<file path="src/rtl/seq_detect_param.sv">
// Moore serial-pattern detector: runtime-loadable PAT_W-bit pattern, KMP fallback, overlap mode, saturating match counter.
// Latency: y/progress/match_count are registered and change one edge after the sampling edge; there is no backpressure (en qualifies each bit).
module seq_detect_param #(
    parameter int                PAT_W    = 4,
    parameter logic [PAT_W-1:0]  PAT_INIT = 4'b1011,
    parameter int                CNT_W    = 8
) (
    input  logic                       clk,
    input  logic                       reset,
    input  logic                       en,
    input  logic                       x,
    input  logic                       load,
    input  logic [PAT_W-1:0]           pat_in,
    input  logic                       overlap,
    output logic                       y,
    output logic [CNT_W-1:0]           match_count,
    output logic [$clog2(PAT_W+1)-1:0] progress
);

    localparam int SW = $clog2(PAT_W + 1);
    localparam logic [SW-1:0] MATCH = SW'(PAT_W);

    logic [SW-1:0]    state;
    logic [SW-1:0]    nxt;
    logic [PAT_W-1:0] pat;
    logic [CNT_W-1:0] cnt;

    // Bit i in stream order: i=0 is the first pattern bit expected (pat[PAT_W-1]).
    function automatic logic pbit(input logic [PAT_W-1:0] p, input int i);
        logic [PAT_W-1:0] s;
        s = p >> (PAT_W - 1 - i);
        return s[0];
    endfunction

    // The last k consumed bits equal the first k pattern bits, so the history is
    // implied by k alone: pick the longest prefix j that is a suffix of that history plus x.
    function automatic logic [SW-1:0] kmp_next(input logic [PAT_W-1:0] p, input int k,
                                               input logic xb);
        logic [SW-1:0] r;
        logic          ok;
        int            idx;
        r = '0;
        for (int j = 1; j <= PAT_W; j++) begin
            ok = (j <= k + 1) && (pbit(p, j - 1) == xb);
            for (int t = 0; t < PAT_W - 1; t++) begin
                idx = k - j + 1 + t;
                if (t < j - 1 && idx >= 0 && idx < PAT_W) begin
                    if (pbit(p, t) != pbit(p, idx)) ok = 1'b0;
                end
            end
            if (ok) r = SW'(j);
        end
        return r;
    endfunction

    always_ff @(posedge clk or posedge reset) begin
        if (reset) state <= '0;
        else       state <= nxt;
    end

    always_comb begin
        nxt = state;
        if (load) begin
            nxt = '0;
        end else if (en) begin
            if (state == MATCH && !overlap) nxt = kmp_next(pat, 0, x);
            else                            nxt = kmp_next(pat, int'(state), x);
        end
    end

    always_comb begin
        y        = (state == MATCH);
        progress = state;
    end

    always_ff @(posedge clk or posedge reset) begin
        if (reset) begin
            pat <= PAT_INIT;
            cnt <= '0;
        end else if (load) begin
            pat <= pat_in;
            cnt <= '0;
        end else if (en && nxt == MATCH && cnt != '1) begin
            cnt <= cnt + 1'b1;
        end
    end

    assign match_count = cnt;

endmodule

</file>
<file path="config.mk">
export PLATFORM = sky130hd
export DESIGN_NAME = seq_detect_param
export DESIGN_NICKNAME = d
export VERILOG_FILES = /design/src/rtl/seq_detect_param.sv
export SDC_FILE = /design/constraint.sdc
export NUM_CORES = 1
export LEC_CHECK = 0
export ABC_AREA = 1
export BUFFER_PORTS_ARGS = -buffer_cell sky130_fd_sc_hd__buf_2
export CORE_MARGIN = 10
export CORE_UTILIZATION = 59
export DETAILED_ROUTE_END_ITERATION = 10
export PLACE_DENSITY_LB_ADDON = 0.12
export SLEW_MARGIN = 10
export SYNTH_ARGS = -nofsm -noshare
export SYNTH_HDL_FRONTEND = slang
export SYNTH_SLANG_ARGS = --single-unit
</file>
<file path="constraint.sdc">
create_clock -name clk -period 3.79 [get_ports clk]
set_input_delay 0.379 -clock clk [delete_from_list [all_inputs] [get_ports clk]]
set_output_delay 0.379 -clock clk [all_outputs]
set_load 0.005 [all_outputs]
</file>
==> results of run 1 <==
[cell type report]
class | count | area (um^2)
clock buffers | 4 | 26.3
fillers | 255 | 827
inverters | 37 | 149
multi-input cells | 214 | 1460
flip-flops and latches | 15 | 379
well taps | 44 | 55.1
repair buffers | 33 | 203
[per-layer routing]
metal / vias to the layer above / track usage (%) / routed length [um]
met5: - / 0 / 0
li1: 952 / - / -
met1: 873 / 19.7 / 2140
met2: 57 / 23.0 / 2200
met3: 4 / 3.34 / 283
met4: 0 / 1.09 / 33
[kinds of logic after synthesis]
| logic type | count (synthesis) | share of synthesized area [%] |
|---|---|---|
| DFF | 15 | 19.5 |
| adders and majority gates | 28 | 18.0 |
| AOI/OAI and AO/OA | 25 | 7.73 |
| buffers and inverters | 41 | 9.27 |
| and+or+nand+nor | 144 | 36.4 |
| xor gates and xnor gates | 17 | 9.02 |
[where the power goes]
part / total [mW] / internal [mW] / switching (mW)
clock: 0.0903 / 0.0408 / 0.0495
combinational: 0.371 / 0.150 / 0.221
sequential: 0.178 / 0.169 / 0.00910
[stage by stage]
stage	util [%]	std cells
2_1_floorplan	-	270
5_1_grt	73.3	347
6_report	73.3	347
3_3_place_gp	67.9	336
3_5_place_dp	67.9	336
4_1_cts	68.8	340
[sequential cells by signal, summed over array words and instances (netlist names)]
signal / cells
pat: 4
match_count: 8
progress: 3
[synthesized netlist by cell type, drive strengths merged]
cell type | instances | share of area [%]
ha | 28 | 18
clkbuf | 1 | 0.19
nand3b | 4 | 1.5
nor2 | 22 | 4.8
or2 | 1 | 0.32
a211oi | 1 | 0.39
clkinv | 1 | 0.19
xnor2 | 3 | 2.7
nand4 | 14 | 5.3
buf | 3 | 1.5
o21a | 3 | 1.2
o21ai | 9 | 2.3
nand3 | 30 | 8.0
dfrtp | 12 | 15
inv | 36 | 7.3
xor2 | 14 | 6.3
nand2 | 70 | 15
nor3 | 3 | 1.6
a21oi | 12 | 3.9
dfstp | 3 | 4.1
[worst max-delay path: stages (launching register included)]
cell	delay [ns]
dfrtp_1	0.40
buf_4	0.17
ha_1	0.20
nand2_2	0.11
ha_4	0.22
inv_2	0.09
ha_4	0.16
nand2_1	0.10
nand2_2	0.13
nand2_1	0.09
nor2_2	0.15
nand3_1	0.09
ha_1	0.29
inv_1	0.03
nor2_1	0.13
nand2_2	0.07
nor2_2	0.09
nand3_1	0.07
nand2_1	0.06
nand2_1	0.05
nand2_1	0.09
nand3_2	0.12
nor3_4	0.32
nand4_1	0.14
nand2_1	0.09
[worst max-delay path by stage]
stage                     start             end  slack, ns  cells after the start
finish              progress[1]  match_count[0]       0.27                     24
global route        progress[1]  match_count[2]      -0.06                     24
CTS                 progress[2]  match_count[2]       0.11                     25
detailed placement  progress[2]  match_count[4]       0.15                     25
global placement    progress[2]  match_count[4]       0.19                     25
floorplan           progress[1]  match_count[3]       0.39                     23
[repair_timing]
action                                  4_1_cts  5_1_grt
endpoints found under the setup margin        0       11
hold buffers                                  0        0
endpoints found under the hold margin         0        0
resized for setup                             0       24
setup buffers                                 0        7
==> flow_summary_export.csv, run 1 <==
group,metric,value,unit
setup_path,reg2reg_from,"progress[1]",
yosys,syn_inst,270,
floorplanning,fp.dieArea,0.00599,mm^2
floorplanning,start_util,62.6,%
timing,fin_tns_setup,0,ns
global_route,antenna_found_initial,0,
global_route,grt_usage,14.3,%
global_route,grt_max_degree,20,
placement,io_buffers,21,
setup_path,critPathRequiredTime,4.00,ns
yosys,ys_warn_count,0,
outcome,status,"completed",
clock_tree,clock_sinks,15,
placement,hpwl,3460,um
timing,worstMarginPinSlew,0.570,ns
timing,fin_crit,3.52,ns
yosys,syn_nets,308,
clock_tree,clk_pin_slew,0.10,ns
global_route,grt_pass1_wl,7420,um
floorplanning,die_h,77.4,um
setup_path,reg2reg_depth,24,
yosys,syn_area_per_cell,7.20,um^2
timing,fin_hold_ws,0.129,ns
setup_path,cp-start-kind,"flop",
power,ir_drop,0.000270,V
cells_and_area,syn_to_final_growth,17.1,%
global_route,overflow,0,
power,power.total,0.640,mW
clock_tree,clock_latency,0.29,ns
timing,post-route-period-util,92.8,%
cells_and_area,fin_area,0.00228,mm^2
detailed_routing,via_per_inst,5.44,
timing,slew_viol_final,0,
placement,place_area,0.00211,mm^2
detailed_routing,dr.pass1.iters,4,
clock_tree,cts_root_buffer,"clkbuf_4",
detailed_routing,drcViolationCount,0,
setup_path,r2r-end,"match_count[0]",
yosys,synth-seq-cells,15,
setup_path,cp.arrival,3.73,ns
setup_path,critical_path_class,"flop to flop",
clock_tree,cts_buffer_depth,2,
placement,place_ws,0.149,ns
clock_tree,cts_tree,"built",
power,pwr_density_cell,281,mW/mm^2
cells_and_area,layout_common_cells,"nand2_1, nand3_1, inv_1",
run,cap_violations,0,
setup_path,regToRegSetupSlack,0.27,ns
timing,setup_slack,0.272,ns
cells_and_area,layout-drive-gt1-share,26.7,%
floorplanning,core_area,0.00310,mm^2
detailed_routing,drtIter0Drc,126,
global_route,first_global_vias,1631,
setup_path,critical_path.endpoint_type,"flop",
floorplanning,num_rows,20,
min_path,worstHoldPathType,"input pin to async pin",
timing,skew,0.0165,ns
cells_and_area,antenna_cells,0,
floorplanning,die_w,77.4,um
placement,routabilityCongestion,0.844,
detailed_routing,routed_wirelength,4660,um
clock_tree,numCtsBuffers,3,
setup_path,crit_path_max_fanout,8,
detailed_routing,num_vias,1886,
floorplanning,io_pins,22,
yosys,synth.distinct_cells,35,
detailed_routing,postRouteAntennaNets,0,
clock_tree,htree_levels,1,
cells_and_area,fin_nets,342,
detailed_routing,routedWlPerCell,13.4,um
timing,fmax,284,MHz
yosys,netlist_area,0.00194,mm^2
cells_and_area,final_common_cell,"nand2_1",
timing,finalSetupViolCount,0,
timing,slew_headroom,62.0,%
power,leakage,1.18,nW
yosys,yosysSeqAreaShare,19.5,%
timing,finalHoldViolations,0,
Power figures use the tool's default switching activity.
==> inputs of run 2 (changes only) <==
==> constraint.sdc (replaced) <==
create_clock -name clk -period 3.79 [get_ports clk]
set_input_delay 0 -clock clk [delete_from_list [all_inputs] [get_ports clk]]
set_output_delay 0 -clock clk [all_outputs]
set_load 0.005 [all_outputs]
==> run 2 against run 1 <==
  * Sequential share of layout area shrank 0.43 points
  * Clock power increased by 0.8%
  * Clock-buffer cell count did not move
  * Final area grew 2.6%
  * Wire length grew 2.6%
  * Setup slack got worse by 0.014 ns
  * Cell count is 1.7% higher
  * Sequential power barely moved
  * Critical path depth did not move
  * Combinational power up 2%
  * First-iteration DRC count increased by 4.0%
  * Critical endpoint unchanged
  * Largest power group unchanged
==> flow_summary_export.csv, run 2 (synthesis results as in run 1) <==
group,metric,value,unit
cells_and_area,antenna_cells,0,
cells_and_area,final_common_cell,"nand2_1",
detailed_routing,via_per_inst,5.42,
power,power.total,0.647,mW
detailed_routing,drcViolationCount,0,
setup_path,crit_chain,"buf_4, ha_1, nand2_2, ha_4, inv_2, ha_4, nand2_1, nand2_2, nand2_1, nor2_2, nand3_1, ha_1, inv_1, nor2_1, nand2_2, nor2_2, nand3_1, nand2_1, nand2_1, nand2_1, nand3_2, nor3_4, nand4_1, nand2_1",
cells_and_area,largest_reg_flops,8,
detailed_routing,drtIter0Drc,131,
timing,worstMarginPinSlew,0.578,ns
cells_and_area,syn_to_final_growth,20.2,%
setup_path,crit_path_max_fanout,8,
timing,skew,0.0179,ns
global_route,overflow,0,
setup_path,critPathRequiredTime,4.00,ns
detailed_routing,dr.pass1.iters,4,
timing,finalHoldViolations,0,
clock_tree,numCtsBuffers,3,
global_route,first_global_vias,1648,
detailed_routing,routed_wirelength,4780,um
cells_and_area,fill_cells,243,
global_route,grt_max_degree,20,
floorplanning,core_area,0.00310,mm^2
setup_path,crit_path_frequent_cell,"nand2_1",
placement,routabilityCongestion,0.844,
placement,place_ws,0.149,ns
min_path,holdPathEnd,"pat[0]",
outcome,status,"completed",
placement,place_area,0.00211,mm^2
clock_tree,clock_sinks,15,
floorplanning,fp.dieArea,0.00599,mm^2
setup_path,reg2reg_from,"progress[1]",
floorplanning,die_h,77.4,um
timing,slew_headroom,61.4,%
power,clkPwrFrac,14.1,%
min_path,min_from,"load",
clock_tree,clock_latency,0.29,ns
timing,post-route-period-util,93.2,%
power,ir_drop,0.000281,V
power,p_int,0.365,mW
setup_path,regToRegSetupSlack,0.26,ns
timing,finalSetupViolCount,0,
clock_tree,cts_tree,"built",
detailed_routing,num_vias,1915,
timing,slew_viol_final,0,
min_path,hold_depth,3,
clock_tree,cts_buffer_depth,2,
floorplanning,io_pins,22,
run,cap_violations,0,
setup_path,critical_path.endpoint_type,"flop",
setup_path,cp.arrival,3.74,ns
timing,fmax,283,MHz
floorplanning,start_util,62.6,%
cells_and_area,layout-drive-gt1-share,26.2,%
min_path,worstHoldPathType,"input pin to flop",
placement,hpwl,3460,um
global_route,grt_usage,14.6,%
timing,setup_slack,0.258,ns
power,pwr-share-seq,27.6,%
setup_path,r2r-end,"match_count[0]",
clock_tree,clk_pin_slew,0.10,ns
setup_path,cp-start-kind,"flop",
cells_and_area,fin_nets,348,
cells_and_area,layout_common_cells,"nand2_1, nand3_1, inv_1",
power,leakage,1.21,nW
power,p_sw,0.282,mW
power,combPwrFrac,58.3,%
global_route,antenna_found_initial,0,
clock_tree,htree_levels,1,
power,switching_share,43.6,%
detailed_routing,postRouteAntennaNets,0,
timing,fin_crit,3.53,ns
detailed_routing,routedWlPerCell,13.5,um
placement,io_buffers,21,
floorplanning,die_w,77.4,um
setup_path,cp_slowest_cell,"dfrtp_1",
floorplanning,num_rows,20,
setup_path,reg2reg_depth,24,
power,pwr_density_cell,277,mW/mm^2
global_route,grt_pass1_wl,7600,um
cells_and_area,final_core_util,75.3,%
cells_and_area,fin_area,0.00234,mm^2
setup_path,cp_slowest_stage_delay,0.40,ns
setup_path,critical_path_class,"flop to flop",
clock_tree,cts_root_buffer,"clkbuf_4",
==> run 2: power groups by stage <==
| stage | Clock [mW] | Combinational [mW] | Sequential, mW |
|---|---|---|---|
| after floorplan | 0 | 0.254 | 0.181 |
| after global placement | 0 | 0.319 | 0.180 |
| after detailed placement | 0 | 0.328 | 0.181 |
| after CTS | 0.0949 | 0.334 | 0.178 |
| after global routing | 0.0992 | 0.426 | 0.179 |
| final | 0.0910 | 0.377 | 0.178 |
==> run 2: worst max path at each step <==
stage	slack, ns	end	from
floorplan	0.39	match_count[3]	progress[1]
global placement	0.19	match_count[4]	progress[2]
detailed placement	0.15	match_count[4]	progress[2]
CTS	0.11	match_count[2]	progress[2]
global route	-0.06	match_count[2]	progress[1]
finish	0.26	match_count[0]	progress[1]
==> run 2: what timing repair did <==
action,CTS,global route
endpoints found under the hold margin,17,0
hold buffers,6,0
setup endpoints to repair,0,11
gates resized for setup,0,24
setup buffers,0,7
==> run 2: per-layer routing <==
layer | GRT usage [%] | share of wire, % | vias up
met2 | 23.7 | 48 | 55
met5 | 0 | 0 | -
met4 | 1.09 | 1.1 | 0
li1 | - | - | 965
met3 | 3.46 | 5.9 | 6
met1 | 20.1 | 45 | 889
==> run 2: area by class of cell <==
type	instances	area (um^2)	area share [%]
Multi-Input combinational cell	214	1460	62.7
Timing Repair Buffer	39	263	11.2
Inverter	37	149	6.37
Clock buffer	4	26.3	1.12
Sequential cell	15	379	16.2
Tap cell	44	55.1	2.36
==> run 2: stage by stage <==
step	setup TNS, ns	hold WS (ns)	cells
2_1_floorplan	0	-0.101	270
3_3_place_gp	0	0.0807	336
3_5_place_dp	0	0.0870	336
4_1_cts	0	0.0200	346
5_1_grt	-0.180	0.0532	353
6_report	0	0.0284	353
==> run 2: critical path: cells and delay by family, from the launching register on <==
family	cells	cell delay (ns)
buf+inv	3	0.29
simple gates	17	1.90
fa+ha+maj	4	0.87
flops	1	0.40
==> inputs of run 3 (changes only) <==
Clock period 3.79 ns to 3.6 ns, I/O delays scaled along.
==> run 3 against run 2 <==
  * Via count increased by 0.47%
  * Non-clock buffer count increased by 1
  * Flip-flop and latch count unchanged
  * Die area unchanged
  * First-iteration DRC count decreased by 21%
  * Clock skew decreased by 0.0094 ns
  * Combinational power increased by 8.0%
  * Clock power increased by 9.6%
  * Final area increased by 1.9%
  * Register-to-register slack got worse by 0.11 ns
  * Sequential power increased by 6%
  * Critical endpoint unchanged
==> flow_summary_export.csv, run 3 (synthesis results as in run 1) <==
group,metric,value,unit
placement,place_inst,340,
setup_path,reg2reg_depth,23,
cells_and_area,final_common_cell,"nand2_1",
floorplanning,start_util,62.6,%
global_route,grt_usage,15.5,%
global_route,antenna_found_initial,0,
cells_and_area,antenna_cells,0,
cells_and_area,final_core_util,76.7,%
timing,slew_viol_final,0,
global_route,grt_pass1_wl,7940,um
timing,finalHoldViolations,0,
placement,io_buffers,21,
clock_tree,clock_sinks,15,
power,leakage,1.22,nW
clock_tree,clock_latency,0.29,ns
floorplanning,fp.dieArea,0.00599,mm^2
detailed_routing,drtIter0Drc,104,
floorplanning,die_h,77.4,um
global_route,met1_usage,19.6,%
min_path,worstHoldPathType,"input pin to flop",
detailed_routing,routed_wirelength,5000,um
power,p_sw,0.305,mW
timing,post-route-period-util,96.0,%
clock_tree,clk_pin_slew,0.09,ns
min_path,hold_depth,3,
timing,fin_hold_ws,0.0310,ns
timing,fin_tns_setup,0,ns
timing,finalSetupViolCount,0,
setup_path,critical_path_class,"flop to flop",
timing,fmax,289,MHz
setup_path,cp-start-kind,"flop",
power,pwr_density_cell,292,mW/mm^2
timing,skew,0.00853,ns
placement,hpwl,3580,um
outcome,status,"completed",
timing,slew_headroom,62.3,%
power,clkPwrFrac,14.3,%
power,switching_share,43.8,%
clock_tree,cts_buffer_depth,2,
floorplanning,core_area,0.00310,mm^2
detailed_routing,dr.pass1.iters,4,
cells_and_area,regArea,379,um^2
clock_tree,htree_levels,1,
cells_and_area,layout_common_cells,"nand2_1, inv_1, nand3_1",
floorplanning,num_rows,20,
detailed_routing,postRouteAntennaNets,0,
cells_and_area,largest_reg_flops,8,
clock_tree,numCtsBuffers,3,
cells_and_area,fill_cells,257,
power,pwr-share-seq,27.1,%
global_route,grt_max_degree,20,
power,p_int,0.391,mW
cells_and_area,stdcell_count,354,
power,ir_drop,0.000234,V
placement,routabilityCongestion,0.875,
setup_path,critPathRequiredTime,3.83,ns
floorplanning,io_pins,22,
clock_tree,cts_tree,"built",
global_route,groute.layer.met3.usage,4.15,%
global_route,first_global_vias,1777,
timing,worstMarginPinSlew,0.565,ns
clock_tree,cts_root_buffer,"clkbuf_4",
global_route,overflow,0,
detailed_routing,drcViolationCount,0,
detailed_routing,num_vias,1924,
cells_and_area,layout-drive-gt1-share,26.8,%
detailed_routing,via_per_inst,5.44,
cells_and_area,fin_nets,349,
global_route,busiest_layer,"met2",
setup_path,critical_path.endpoint_type,"flop",
global_route,use_met2,25.8,%
setup_path,crit_path_max_fanout,8,
floorplanning,die_w,77.4,um
timing,fin_crit,3.46,ns
run,cap_violations,0,
cells_and_area,multi_input_area,0.00150,mm^2
setup_path,cp.arrival,3.68,ns
power,combPwrFrac,58.5,%
detailed_routing,routedWlPerCell,14.1,um
cells_and_area,syn_to_final_growth,22.5,%
## run 3: final timing paths
| kind | start | end | slack, ns |
|---|---|---|---|
| max | progress[1] | match_count[0] | 0.14 |
| min | load | pat[0] | 0.03 |
| max reg2reg | progress[1] | match_count[0] | 0.14 |
| min reg2reg | pat[0] | pat[0] | 0.55 |
| max in group asynchronous | reset | pat[3] | 2.90 |
| min in group asynchronous | reset | progress[0] | 0.32 |
## run 3: final cells by class
| type | count | share of cell area [%] |
|---|---|---|
| sequential | 15 | 15.9 |
| clock buffer | 4 | 1.10 |
| timing repair buffer | 40 | 11.5 |
| inverter | 37 | 6.26 |
| multi-input combinational | 214 | 62.9 |
| tap | 44 | 2.31 |
## run 3: layer usage
metal / part of all wire, % / routed length (um)
met1: 45 / 2240
met2: 48 / 2390
met3: 6.6 / 328
met4: 0.74 / 37
met5: 0 / 0
## run 3: timing repair
action | CTS | global route
pin swaps | 0 | 9
hold buffers | 6 | 0
buffers inserted | 0 | 4
gates resized for setup | 3 | 25
hold endpoints to repair | 17 | 0
setup endpoints to repair | 8 | 11
## run 3: power groups by stage
stage | registers [mW] | clock network [mW] | logic [mW]
after floorplan | 0.191 | 0 | 0.268
after global routing | 0.190 | 0.111 | 0.458
after CTS | 0.187 | 0.101 | 0.365
final | 0.189 | 0.0997 | 0.407
after global placement | 0.190 | 0 | 0.347
after detailed placement | 0.190 | 0 | 0.355
## run 3: per-stage QoR
stage	setup WS [ns]	power, mW	cell area, um^2
floorplan	0.197	0.458	1940
global placement	0.0556	0.536	2140
detailed placement	0.00237	0.545	2140
CTS	0.00587	0.654	2240
global route	-0.0616	0.759	2380
finish	0.144	0.696	2380
## run 3: worst max-delay path, stage by stage (launching register included)
cell and delay, ns:
dfrtp_1 0.42, buf_4 0.17, ha_1 0.20, nand2_2 0.11, ha_4 0.22, inv_2 0.08, nand2_2 0.07, o21a_1 0.22
inv_2 0.09, ha_4 0.14, nand4_1 0.09, ha_1 0.28, nand2_1 0.04, nand3b_1 0.18, nor2_2 0.12, nand3_1 0.08
nand2_1 0.06, nand2_1 0.05, nand2_1 0.09, nand3_2 0.11, nor3_4 0.19, buf_6 0.16, nand4_1 0.11, nand2_1 0.10
